<file path="config.mk">
export PLATFORM = sky130hd
export DESIGN_NAME = dram_port_arbiter_flat
export DESIGN_NICKNAME = d
export VERILOG_FILES = /design/src/rtl/dram_port_arbiter_pkg.sv /design/src/rtl/dram_port_arbiter_if.sv /design/src/rtl/dram_port_arbiter_starve_counter.sv /design/src/rtl/dram_port_arbiter.sv /design/src/flat_wrapper.sv
export SDC_FILE = /design/constraint.sdc
export NUM_CORES = 1
export LEC_CHECK = 0
export CAP_MARGIN = 5
export CELL_PAD_IN_SITES_DETAIL_PLACEMENT = 1
export CELL_PAD_IN_SITES_GLOBAL_PLACEMENT = 1
export CORE_MARGIN = 4
export CORE_UTILIZATION = 15
export CTS_CLUSTER_DIAMETER = 40
export DETAILED_ROUTE_END_ITERATION = 12
export PLACE_DENSITY = 0.85
export SYNTH_ARGS = -nofsm -noshare
export SYNTH_HDL_FRONTEND = slang
export SYNTH_SLANG_ARGS = --single-unit
</file>
<file path="constraint.sdc">
create_clock -name clk -period 3.49 [get_ports clk]
set_clock_uncertainty 0.15 [all_clocks]
set_input_delay 1.047 -clock clk [delete_from_list [all_inputs] [get_ports clk]]
set_output_delay 1.047 -clock clk [all_outputs]
set_load 0.005 [all_outputs]
</file>
<file path="src/rtl/dram_port_arbiter_pkg.sv">
// Shared encodings for the data-RAM port arbiter: owner of the in-flight read,
// arbiter state and the write-enable value that marks a read.
package dram_port_arbiter_pkg;

  typedef enum logic [1:0] {
    OWN_NONE = 2'd0,
    OWN_CORE = 2'd1,
    OWN_DBG  = 2'd2
  } owner_e;

  localparam logic [0:0] ST_ARB    = 1'b0;
  localparam logic [0:0] ST_LOCKED = 1'b1;

  localparam logic [3:0] WEN_READ = 4'b0000;

endpackage

</file>
<file path="src/rtl/dram_port_arbiter_if.sv">
// Core, debug and RAM-side signals of the data-RAM arbiter. The arbiter uses the
// slave view; the surrounding core/debug/RAM logic uses the master view.
interface dram_port_arbiter_if #(
  parameter int AW = 32,
  parameter int DW = 32
);
  logic            core_req;
  logic [DW/8-1:0] core_wen;
  logic [AW-1:0]   core_addr;
  logic [DW-1:0]   core_wdata;
  logic            core_gnt;
  logic            core_rvalid;
  logic [DW-1:0]   core_rdata;

  logic            dbg_req;
  logic [DW/8-1:0] dbg_wen;
  logic [AW-1:0]   dbg_addr;
  logic [DW-1:0]   dbg_wdata;
  logic            dbg_lock;
  logic            dbg_gnt;
  logic            dbg_rvalid;
  logic [DW-1:0]   dbg_rdata;

  logic            ram_en;
  logic [DW/8-1:0] ram_wen;
  logic [AW-1:0]   ram_addr;
  logic [DW-1:0]   ram_wdata;
  logic [DW-1:0]   ram_rdata;

  logic            hold_req;

  modport slave (
    input  core_req, core_wen, core_addr, core_wdata,
    output core_gnt, core_rvalid, core_rdata,
    input  dbg_req, dbg_wen, dbg_addr, dbg_wdata, dbg_lock,
    output dbg_gnt, dbg_rvalid, dbg_rdata,
    output ram_en, ram_wen, ram_addr, ram_wdata,
    input  ram_rdata,
    output hold_req
  );

  modport master (
    output core_req, core_wen, core_addr, core_wdata,
    input  core_gnt, core_rvalid, core_rdata,
    output dbg_req, dbg_wen, dbg_addr, dbg_wdata, dbg_lock,
    input  dbg_gnt, dbg_rvalid, dbg_rdata,
    input  ram_en, ram_wen, ram_addr, ram_wdata,
    output ram_rdata,
    input  hold_req
  );
endinterface

</file>
<file path="src/rtl/dram_port_arbiter_starve_counter.sv">
// Saturating count of consecutive refused debug cycles; at_max lets debug win once.
module arb_starve_counter #(
  parameter int MAX = 4
) (
  input  logic clk,
  input  logic rst_n,
  input  logic inc,
  input  logic clr,
  output logic at_max
);
  logic [3:0] cnt;

  assign at_max = (cnt == 4'(MAX));

  always_ff @(posedge clk or negedge rst_n) begin
    if (!rst_n)               cnt <= '0;
    else if (clr)             cnt <= '0;
    else if (inc && !at_max)  cnt <= cnt + 4'd1;
  end
endmodule

</file>
<file path="src/rtl/dram_port_arbiter.sv">
// Single-port data RAM shared between core load/store and the debug/loader port:
// core priority, starvation guard and exclusive debug lock; read data returns one cycle later.
module dram_port_arbiter
  import dram_port_arbiter_pkg::*;
#(
  parameter int AW         = 32,
  parameter int DW         = 32,
  parameter int STARVE_MAX = 4
) (
  input logic              clk,
  input logic              rst_n,
  dram_port_arbiter_if.slave bus
);
  logic [0:0] state_q, state_d;
  owner_e     owner_q, owner_d;
  logic       locked, at_max, core_gnt, dbg_gnt;
  logic       core_rd, dbg_rd;

  // A LOCKED cycle with dbg_lock already dropped arbitrates as ARB.
  assign locked   = (state_q == ST_LOCKED) && bus.dbg_lock;
  assign dbg_gnt  = rst_n && bus.dbg_req && (locked || !bus.core_req || at_max);
  assign core_gnt = rst_n && bus.core_req && !locked && !dbg_gnt;
  assign state_d  = (locked || (dbg_gnt && bus.dbg_lock)) ? ST_LOCKED : ST_ARB;

  assign bus.core_gnt = core_gnt;
  assign bus.dbg_gnt  = dbg_gnt;
  assign bus.hold_req = rst_n && bus.core_req && !core_gnt;

  arb_starve_counter #(.MAX(STARVE_MAX)) u_starve (
    .clk    (clk),
    .rst_n  (rst_n),
    .inc    (bus.dbg_req && !dbg_gnt),
    .clr    (dbg_gnt || !bus.dbg_req),
    .at_max (at_max)
  );

  always_comb begin
    bus.ram_en    = 1'b0;
    bus.ram_wen   = '0;
    bus.ram_addr  = '0;
    bus.ram_wdata = '0;
    if (core_gnt) begin
      bus.ram_en    = 1'b1;
      bus.ram_wen   = bus.core_wen;
      bus.ram_addr  = {bus.core_addr[AW-1:2], 2'b00};
      bus.ram_wdata = bus.core_wdata;
    end else if (dbg_gnt) begin
      bus.ram_en    = 1'b1;
      bus.ram_wen   = bus.dbg_wen;
      bus.ram_addr  = {bus.dbg_addr[AW-1:2], 2'b00};
      bus.ram_wdata = bus.dbg_wdata;
    end
  end

  assign core_rd = core_gnt && (bus.core_wen == WEN_READ);
  assign dbg_rd  = dbg_gnt && (bus.dbg_wen == WEN_READ);

  always_comb begin
    owner_d = OWN_NONE;
    if (core_rd)     owner_d = OWN_CORE;
    else if (dbg_rd) owner_d = OWN_DBG;
  end

  always_ff @(posedge clk or negedge rst_n) begin
    if (!rst_n) begin
      state_q <= ST_ARB;
      owner_q <= OWN_NONE;
    end else begin
      state_q <= state_d;
      owner_q <= owner_d;
    end
  end

  // owner_q marks the cycle in which the RAM presents data for last cycle's read.
  assign bus.core_rvalid = (owner_q == OWN_CORE);
  assign bus.dbg_rvalid  = (owner_q == OWN_DBG);
  assign bus.core_rdata  = bus.core_rvalid ? bus.ram_rdata : '0;
  assign bus.dbg_rdata   = bus.dbg_rvalid  ? bus.ram_rdata : '0;
endmodule
</file>
<file path="src/flat_wrapper.sv">
// flat-port wrapper written by rule: the top's interface ports become plain ports
module dram_port_arbiter_flat import dram_port_arbiter_pkg::*;
#(
  parameter int AW         = 32,
  parameter int DW         = 32,
  parameter int STARVE_MAX = 4
)
  (clk, rst_n, bus_core_req, bus_core_wen, bus_core_addr, bus_core_wdata, bus_core_gnt, bus_core_rvalid, bus_core_rdata, bus_dbg_req, bus_dbg_wen, bus_dbg_addr, bus_dbg_wdata, bus_dbg_lock, bus_dbg_gnt, bus_dbg_rvalid, bus_dbg_rdata, bus_ram_en, bus_ram_wen, bus_ram_addr, bus_ram_wdata, bus_ram_rdata, bus_hold_req);
  dram_port_arbiter_if #(.AW(AW), .DW(DW)) bus_i ();
  input logic clk;
  input logic rst_n;
  input wire logic [$bits(bus_i.core_req)-1:0] bus_core_req;
  input wire logic [$bits(bus_i.core_wen)-1:0] bus_core_wen;
  input wire logic [$bits(bus_i.core_addr)-1:0] bus_core_addr;
  input wire logic [$bits(bus_i.core_wdata)-1:0] bus_core_wdata;
  output wire logic [$bits(bus_i.core_gnt)-1:0] bus_core_gnt;
  output wire logic [$bits(bus_i.core_rvalid)-1:0] bus_core_rvalid;
  output wire logic [$bits(bus_i.core_rdata)-1:0] bus_core_rdata;
  input wire logic [$bits(bus_i.dbg_req)-1:0] bus_dbg_req;
  input wire logic [$bits(bus_i.dbg_wen)-1:0] bus_dbg_wen;
  input wire logic [$bits(bus_i.dbg_addr)-1:0] bus_dbg_addr;
  input wire logic [$bits(bus_i.dbg_wdata)-1:0] bus_dbg_wdata;
  input wire logic [$bits(bus_i.dbg_lock)-1:0] bus_dbg_lock;
  output wire logic [$bits(bus_i.dbg_gnt)-1:0] bus_dbg_gnt;
  output wire logic [$bits(bus_i.dbg_rvalid)-1:0] bus_dbg_rvalid;
  output wire logic [$bits(bus_i.dbg_rdata)-1:0] bus_dbg_rdata;
  output wire logic [$bits(bus_i.ram_en)-1:0] bus_ram_en;
  output wire logic [$bits(bus_i.ram_wen)-1:0] bus_ram_wen;
  output wire logic [$bits(bus_i.ram_addr)-1:0] bus_ram_addr;
  output wire logic [$bits(bus_i.ram_wdata)-1:0] bus_ram_wdata;
  input wire logic [$bits(bus_i.ram_rdata)-1:0] bus_ram_rdata;
  output wire logic [$bits(bus_i.hold_req)-1:0] bus_hold_req;
  assign bus_i.core_req = bus_core_req;
  assign bus_i.core_wen = bus_core_wen;
  assign bus_i.core_addr = bus_core_addr;
  assign bus_i.core_wdata = bus_core_wdata;
  assign bus_core_gnt = bus_i.core_gnt;
  assign bus_core_rvalid = bus_i.core_rvalid;
  assign bus_core_rdata = bus_i.core_rdata;
  assign bus_i.dbg_req = bus_dbg_req;
  assign bus_i.dbg_wen = bus_dbg_wen;
  assign bus_i.dbg_addr = bus_dbg_addr;
  assign bus_i.dbg_wdata = bus_dbg_wdata;
  assign bus_i.dbg_lock = bus_dbg_lock;
  assign bus_dbg_gnt = bus_i.dbg_gnt;
  assign bus_dbg_rvalid = bus_i.dbg_rvalid;
  assign bus_dbg_rdata = bus_i.dbg_rdata;
  assign bus_ram_en = bus_i.ram_en;
  assign bus_ram_wen = bus_i.ram_wen;
  assign bus_ram_addr = bus_i.ram_addr;
  assign bus_ram_wdata = bus_i.ram_wdata;
  assign bus_i.ram_rdata = bus_ram_rdata;
  assign bus_hold_req = bus_i.hold_req;
  dram_port_arbiter #(.AW(AW), .DW(DW), .STARVE_MAX(STARVE_MAX)) u_core (.clk(clk), .rst_n(rst_n), .bus(bus_i));
endmodule
</file>
### After elaboration in Yosys (flattened, before gate mapping)

Cells that the tools add are included.

* reductions and logical operators: 25
* $add $sub $neg: 1
* equal/unequal tests: 3
* muxes and demuxes: 15

Operators by type and width (count)
* 32-bit 2-to-1 mux: 6
* 4-bit 2-to-1 mux: 4
* 1-bit logical AND: 12
* 4-bit zero test: 2
* 1-bit zero test: 6
* 4-bit by 1-bit adder with 4-bit output, second input constant: 1
* 4-bit by 3-bit == test with 1-bit output, second input constant: 1
* 1-bit logical OR: 4
* 2-bit 2-to-1 mux: 2
* 1-bit 2-to-1 mux: 3
* 2-bit by 1-bit == test with 1-bit output, second input constant: 1
* 2-bit == test, second input constant: 1
* 2-bit nonzero test: 1

* word-level logic and storage cells: 47
* input bits: 173
* output and inout bits: 138
* register bits after elaboration: 7

### Logic depth before layout (Yosys ltp)

Gate-level depths: netlist (run 1).

* depth after elaboration: 9
* gate-level depth with buffers: 8
* gate-level depth less buffers: 6

### Modules after synthesis

Synthesis (run 1) repeated with hierarchy kept, for this count alone.

* cells, all modules: 200
* area total of the unflattened synthesis: 1539.0 sq um

By module, submodules not included
* dram_port_arbiter: area an instance 1305.0 sq um, seq. area each 75.1 sq um, times used 1, cells each 176
* arb_starve_counter: area an instance 234.0 sq um, seq. area each 100.1 sq um, times used 1, cells each 24

### Worst setup path after synthesis (run 1)

OpenSTA, ideal clock, no wires.

* kind: input to output
* start point: in bus_dbg_lock
* end point: out bus_ram_addr[13]
* buffers on the path: 2
* arrival: 1.997 ns
* setup slack: 0.296 ns
* data required time: 2.293 ns
* cell stages on the path: 5
* cell sequence: nand2_1 -> a31o_4 -> buf_6 -> buf_6 -> mux2_4

* longest elaborated chain between the ends: 7
* elaborated cells between the ends (all ways): 10
* classes of those cells: mux (2); reduce/logical (8)

Ends and longest elaborated chain
* from (decl): line flat_wrapper.sv:23 `input wire logic [$bits(bus_i.dbg_lock)-1:0] bus_dbg_lock;`
* 1-bit logical AND (*): line dram_port_arbiter.sv:20 `assign locked = (state_q == ST_LOCKED) && bus.dbg_lock;`
* 1-bit logical OR (2 in a row): line dram_port_arbiter.sv:21 `assign dbg_gnt = rst_n && bus.dbg_req && (locked || !bus.core_req || at_max);`
* 1-bit logical AND: line dram_port_arbiter.sv:21
* 1-bit zero test: line dram_port_arbiter.sv:22 `assign core_gnt = rst_n && bus.core_req && !locked && !dbg_gnt;`
* 1-bit logical AND: line dram_port_arbiter.sv:22
* 32-bit 2-to-1 mux (*): line dram_port_arbiter.sv:42 `if (core_gnt) begin`
* to (decl): line flat_wrapper.sv:29 `output wire logic [$bits(bus_i.ram_addr)-1:0] bus_ram_addr;`

Every way passes the cells marked *; elsewhere a longest branch is shown, timed or not.

### Worst setup path after layout (run 1)

* start point: in bus_core_req
* end point: out bus_ram_addr[16]

* longest elaborated chain between the ends: 7
* elaborated cells between the ends (all ways): 10
* classes of those cells: mux (2); reduce/logical (8)

Ends and longest elaborated chain
* from (decl): line flat_wrapper.sv:12 `input wire logic [$bits(bus_i.core_req)-1:0] bus_core_req;`
* 1-bit zero test: line dram_port_arbiter.sv:21
* 1-bit logical OR (2 in a row): line dram_port_arbiter.sv:21
* 1-bit logical AND: line dram_port_arbiter.sv:21
* 1-bit zero test: line dram_port_arbiter.sv:22
* 1-bit logical AND: line dram_port_arbiter.sv:22
* 32-bit 2-to-1 mux (*): line dram_port_arbiter.sv:42

Marked as above.

==> key figures, run 1 <==
Placement
  – # port buffers: 304
  – Placed insts: 739
  – Placer Congestion: 0.936
  – Post-Place Setup Slack: -0.700 ns
  – Final HPWL DP: 11,500 µm

Power and ir drop
  – Pwr dens: 141 mW/mm²
  – Pint: 615 µW
  – Clock power frac: 0.236
  – Logic pwr share: 0.655
  – Power, Total: 830 µW
  – Net switching power: 215 µW
  – Sw frac: 0.259
  – Share of power burned in registers: 0.109
  – VDD IR max: 0.000110 V
  – Static Leak: 0.00290 µW

Worst setup path
  – Slowest stage cell, crit path: mux2_4
  – Largest fanout on the critical path: 5
  – Crit. End Element: primary output
  – Cells along the critical path: buf_2 > a31o_4 > buf_12 > buf_12 > buf_16 > buf_6 > mux2_4 > buf_6
  – Critical path required time: 2.29 ns
  – Cells on worst reg2reg path: 8
  – Critical Path Max Stage Delay: 0.29 ns
  – Crit path DAT: 2.35 ns
  – Crit start category: primary input
  – Worst Setup Path Type: in2out

Clocking
  – Worst-Skew Late Latency: 0.23 ns
  – Sink Count: 7
  – Clock-pin slew on the worst setup and hold paths: 0.03 ns
  – Clock buffer count from CTS: 3
  – Clock buffer depth: 2
  – CTS tree: done
  – CTS Root Cell: clkbuf_16
  – H-tree depth: 1
  – Hold buffer count at CTS: 0

Floorplan
  – Core ar.: 0.0140 mm²
  – Die width: 129 µm
  – IO Pins: 311
  – Chip height: 129 µm
  – Initial Util: 0.155
  – Rows: 43
  – Die ar.: 0.0165 mm²

Layout
  – # fillers: 1,590
  – ANT cells: 0
  – Non-filler cells, final: 769
  – Share of layout cells above drive strength 1: 0.295
  – Final net count: 765
  – Commonest non-fill, non-tap cell in the layout: clkdlybuf4s50_1
  – Most frequent cells in the layout: clkdlybuf4s50_1, and3_1, and2_1
  – Area added between synthesis and finish: 171%

GRT
  – Largest net degree at the start of global routing: 34
  – Antenna violations before repair: 0
  – Global-route wire length before repair: 20,700 µm
  – All-Layer GR Usage: 0.159
  – Remaining Overflow, GRT: 0
  – Vias in the first global route: 3,745

Timing
  – Clock period minus worst slack: 3.55 ns
  – Fmax: 0.282 GHz
  – Hold WS: 0.393 ns
  – Final worst-path cycle share: 1.02
  – Setup violators final: 9
  – Max-slew violations: 0
  – RSZ-0062 raised after global routing: yes
  – Final Hold Viols: 0
  – Fin Setup TNS: -0.406 ns
  – Setup ws final: -0.0579 ns

Detailed routing
  – Metal2 WL: 7740 µm
  – DRC violations left: 0
  – Routed via count: 3,305
  – Final WL: 14,300 µm
  – DR iter-0 viols: 59
  – WL met1: 4770 µm
  – Post-route antenna net violation count: 0
  – Met3 WL post-DR: 1400 µm
  – Top layer in use: met4
  – Vias/cell: 4.30
  – Detailed Routing Iterations Pass 1: 4
  – Routed len/inst: 18.6 µm

Hold path
  – Hold/Removal Path Class: reg2reg
  – WHS Path Cells: 1

Synthesis
  – Yosys reg bits: 7
  – YS warnings: 0
  – Mapped Avg Cell Area: 8.16 µm²
  – Sequential-to-total area share from yosys stat: 0.0804
  – Post-Syn Instances: 267
  – Cell variety after synth: 25
  – Synthesized area: 0.00218 mm²

Outcome
  – Outcome: finished, violations left
  – Failing checks: negative setup slack

Run
  – # Max-Cap Violations: 0
[cell families (layout without fill, tap and decap cells)]
| family | count (synthesis) | count (layout) | synth area share |
|---|---|---|---|
| AND/OR/NAND/NOR | 148 | 148 | 0.421 |
| multiplexers | 68 | 68 | 0.381 |
| buffers and inverters | 34 | 355 | 0.0746 |
| flip-flops | 7 | 7 | 0.0804 |
| AO/OA/AOI/OAI | 5 | 5 | 0.0212 |
| adder cells (fa/ha/maj) | 2 | 2 | 0.0115 |
| XOR/XNOR | 2 | 2 | 0.00804 |
| other | 1 | 2 | 0.00172 |
[per-layer routing]
| layer | global-route usage | up-vias |
|---|---|---|
| met5 | 0 | - |
| met4 | 0.0531 | 0 |
| met3 | 0.0432 | 24 |
| met2 | 0.325 | 210 |
| met1 | 0.149 | 1505 |
| li1 | - | 1566 |
[power by group through the flow]
stage / logic (µW) / registers [µW] / clock network [µW]
finish: 544 / 90.4 / 196
global route: 581 / 91.1 / 204
CTS: 521 / 90.4 / 200
detailed placement: 511 / 91.1 / 0
global placement: 496 / 90.6 / 0
floorplan: 155 / 89.9 / 0
[area by class of cell]
class | count | area, µm² | share of cell area
clock buffer | 4 | 78.8 | 0.0134
inverter | 5 | 18.8 | 0.00318
multi-input combinational | 227 | 1910 | 0.323
sequential | 7 | 175 | 0.0297
tap | 180 | 225 | 0.0382
timing repair buffer | 346 | 3500 | 0.592
[flip-flops by register name, indices dropped and copies added (netlist names)]
register             cells
u_core.u_starve.cnt      4
u_core.state_q           1
u_core.owner_q           2
[Yosys cell counts (all sizes together)]
cell type | instances | area share
nor2b | 2 | 0.0057
buf | 9 | 0.032
and2 | 65 | 0.19
nor2 | 3 | 0.0052
nand3 | 1 | 0.0023
and3 | 66 | 0.19
a211oi | 1 | 0.0034
ha | 2 | 0.011
nor3 | 4 | 0.0092
conb | 1 | 0.0017
a31o | 1 | 0.0080
nand2 | 4 | 0.0069
or4 | 2 | 0.0069
clkbuf | 20 | 0.034
a31oi | 1 | 0.0029
nand3b | 1 | 0.0092
mux2i | 2 | 0.0092
inv | 5 | 0.0086
o21a | 2 | 0.0069
dfrtp | 7 | 0.080
mux2 | 66 | 0.37
xnor2 | 2 | 0.0080
[worst paths after layout]
path	startpoint	end	slack [ns]
max in group asynchronous	rst_n	u_core.owner_q[0]	2.50
max	bus_core_req	bus_ram_addr[16]	-0.06
min	u_core.state_q	u_core.state_q	0.39
min in group asynchronous	rst_n	u_core.u_starve.cnt[0]	0.57
min reg2reg	u_core.state_q	u_core.state_q	0.39
max reg2reg	u_core.u_starve.cnt[0]	u_core.owner_q[1]	1.56
[timing repair]
action,CTS,global route
endpoints found under the hold margin,0,0
cloned,4,2
endpoints found under the setup margin,70,63
gates resized for setup,257,32
setup buffers,19,3
pin swaps,4,3
[worst max-delay path, delay by kind of cell]
kind / cells / cell delay [ns]
muxes: 1 / 0.29
buffers and inverters: 6 / 0.75
AOI/OAI and AO/OA: 1 / 0.26
[per-stage QoR]
step	cell area, µm²	util
after global routing	5900	0.420
final	5900	0.420
after global placement	5500	0.392
after floorplan	2180	-
after detailed placement	5500	0.392
after CTS	5720	0.407
Power figures use the tool's default switching activity.
==> run 2: changes to the inputs <==
--- a/config.mk
+++ b/config.mk
@@ -8,11 +8,11 @@
 export CAP_MARGIN = 5
 export CELL_PAD_IN_SITES_DETAIL_PLACEMENT = 1
 export CELL_PAD_IN_SITES_GLOBAL_PLACEMENT = 1
-export CORE_MARGIN = 4
+export CORE_MARGIN = 2
 export CORE_UTILIZATION = 15
 export CTS_CLUSTER_DIAMETER = 40
 export DETAILED_ROUTE_END_ITERATION = 12
-export PLACE_DENSITY = 0.85
+export PLACE_DENSITY = 0.92
 export SYNTH_ARGS = -nofsm -noshare
 export SYNTH_HDL_FRONTEND = slang
 export SYNTH_SLANG_ARGS = --single-unit
==> run 2 against run 1 <==
- the flow now finishes without violations
- flip-flop and latch count unchanged
- die area down 6.1%
- sequential power is 0.7% lower
- combinational power rose by 2%
- register-to-register slack better by 0.03 ns
- sequential share of layout area shrank 0.050 points
- critical path type unchanged
- critical endpoint is now bus_ram_wdata[30]
- largest cell class unchanged
- highest routed layer unchanged
==> key figures, run 2 (synthesis gave the netlist of run 1 again) <==
Outcome
  – Outcome: complete, no violations

Detailed routing
  – Vias/cell: 4.22
  – Detailed Routing Iterations Pass 1: 4
  – Post-route antenna net violation count: 0
  – Met3 WL post-DR: 979 µm
  – DRC violations left: 0
  – Final WL: 13,500 µm
  – Routed via count: 3,284
  – Top layer in use: met4
  – Routed len/inst: 17.3 µm
  – Metal2 WL: 7510 µm
  – WL met1: 4830 µm
  – DR iter-0 viols: 48

Worst setup path
  – Critical path destination: bus_ram_wdata[30]
  – Slowest stage cell, crit path: mux2_4
  – Cells on worst reg2reg path: 9
  – Worst R2R End: u_core.state_q
  – Critical Path Max Stage Delay: 0.30 ns
  – Crit path DAT: 2.28 ns
  – CP dominant cell by count: buf_8
  – R2R Setup Slk: 1.59 ns
  – Critical path required time: 2.29 ns
  – Worst Setup Path Type: in2out
  – Crit Reg-Reg Startpoint: u_core.u_starve.cnt[1]
  – Crit. End Element: primary output
  – Critical path origin: bus_dbg_lock
  – Largest fanout on the critical path: 8
  – Crit start category: primary input
  – Cells along the critical path: buf_8 > nand2_4 > a31o_4 > buf_8 > buf_8 > buf_16 > mux2_4 > buf_6

Placement
  – Placer Congestion: 0.813
  – # port buffers: 304
  – Dpl cell area: 0.00554 mm²
  – Final HPWL DP: 10,300 µm

Layout
  – ANT cells: 0
  – Largest register FFs: 4
  – Most flops, register: u_core.u_starve.cnt
  – Final net count: 771
  – Largest regs: u_core.u_starve.cnt x4, u_core.owner_q x2, u_core.state_q x1
  – Share of layout cells above drive strength 1: 0.309
  – Most frequent cells in the layout: clkdlybuf4s50_1, and2_1, and3_1
  – Finished Cell Area: 0.00600 mm²
  – Commonest non-fill, non-tap cell in the layout: clkdlybuf4s50_1
  – Area added between synthesis and finish: 175%
  – # fillers: 1,610

Clocking
  – Clock buffer count from CTS: 3
  – H-tree depth: 1
  – Clock-pin slew on the worst setup and hold paths: 0.04 ns
  – Clock buffer depth: 2
  – Hold buffer count at CTS: 0
  – CTS tree: done
  – Sink Count: 7
  – Worst-Skew Late Latency: 0.23 ns
  – CTS Root Cell: clkbuf_16

Hold path
  – Hold/Removal Path Class: reg2reg

Timing
  – Clock period minus worst slack: 3.47 ns
  – Fmax: 0.288 GHz
  – Final worst-path cycle share: 0.995
  – Fin Setup TNS: 0 ns
  – Setup violators final: 0
  – RSZ-0062 raised after global routing: yes
  – Max-slew violations: 0
  – Final Hold Viols: 0

Floorplan
  – Rows: 44
  – Die width: 125 µm
  – Chip height: 125 µm
  – Die ar.: 0.0155 mm²
  – IO Pins: 311
  – Core ar.: 0.0144 mm²
  – Initial Util: 0.152

GRT
  – Global-route wire length before repair: 20,500 µm
  – Antenna violations before repair: 0
  – All-Layer GR Usage: 0.164
  – Largest net degree at the start of global routing: 34
  – Vias in the first global route: 3,708
  – Remaining Overflow, GRT: 0

Run
  – # Max-Cap Violations: 0

Power and ir drop
  – Pwr dens: 140 mW/mm²
  – VDD IR max: 0.000110 V
  – Static Leak: 0.00294 µW
-- run 2: how the worst min path moves through the flow --
stage | end | cells after the start | startpoint | slack [ns]
floorplan | u_core.state_q | 1 | u_core.state_q | 0.31
global placement | u_core.state_q | 1 | u_core.state_q | 0.35
detailed placement | u_core.state_q | 1 | u_core.state_q | 0.35
CTS | u_core.state_q | 1 | u_core.state_q | 0.40
global route | u_core.state_q | 1 | u_core.state_q | 0.44
finish | u_core.state_q | 1 | u_core.state_q | 0.42
-- run 2: worst max-delay path, delay by kind of cell --
kind                   cells  cell delay, ns
buffers and inverters      5            0.63
multiplexers               1            0.30
AO/OA/AOI/OAI              1            0.24
AND/OR/NAND/NOR            1            0.05
-- run 2: what timing repair did --
item | 4_1_cts | 5_1_grt
endpoints found under the setup margin | 70 | 56
pin swaps | 4 | 2
buffers inserted | 15 | 5
cloned | 6 | 1
hold endpoints to repair | 0 | 0
resized for setup | 259 | 50
-- run 2: metrics by stage --
stage | power, µW | instances | setup WS [ns] | utilization | hold slack (ns)
final | 843 | 779 | 0.0179 | 0.418 | 0.416
after global placement | 584 | 750 | -0.636 | 0.386 | 0.350
after global routing | 888 | 779 | -0.0121 | 0.418 | 0.442
after floorplan | 245 | 268 | 0.296 | - | 0.314
after CTS | 831 | 774 | -0.0711 | 0.410 | 0.400
after detailed placement | 603 | 750 | -0.657 | 0.386 | 0.352
-- run 2: final cells by class --
| class | instances | area, µm² | area share |
|---|---|---|---|
| repair buffers | 352 | 3550 | 0.592 |
| multi-input cells | 227 | 1950 | 0.324 |
| well taps | 184 | 230 | 0.0383 |
| flip-flops and latches | 7 | 175 | 0.0292 |
| clock buffers | 3 | 75.1 | 0.0125 |
| inverters | 5 | 18.8 | 0.00313 |
| clock inverters | 1 | 5.00 | 0.000834 |
-- run 2: metal layers --
metal | up-vias | global-route usage
met5 | - | 0
met4 | 0 | 0.0311
met3 | 10 | 0.0326
met2 | 192 | 0.338
met1 | 1504 | 0.167
li1 | 1578 | -
-- run 2: power breakdown --
part	total (µW)	switching (µW)	internal [µW]
clock	197	46.5	151
combinational	556	171	385
sequential	89.8	4.19	85.6
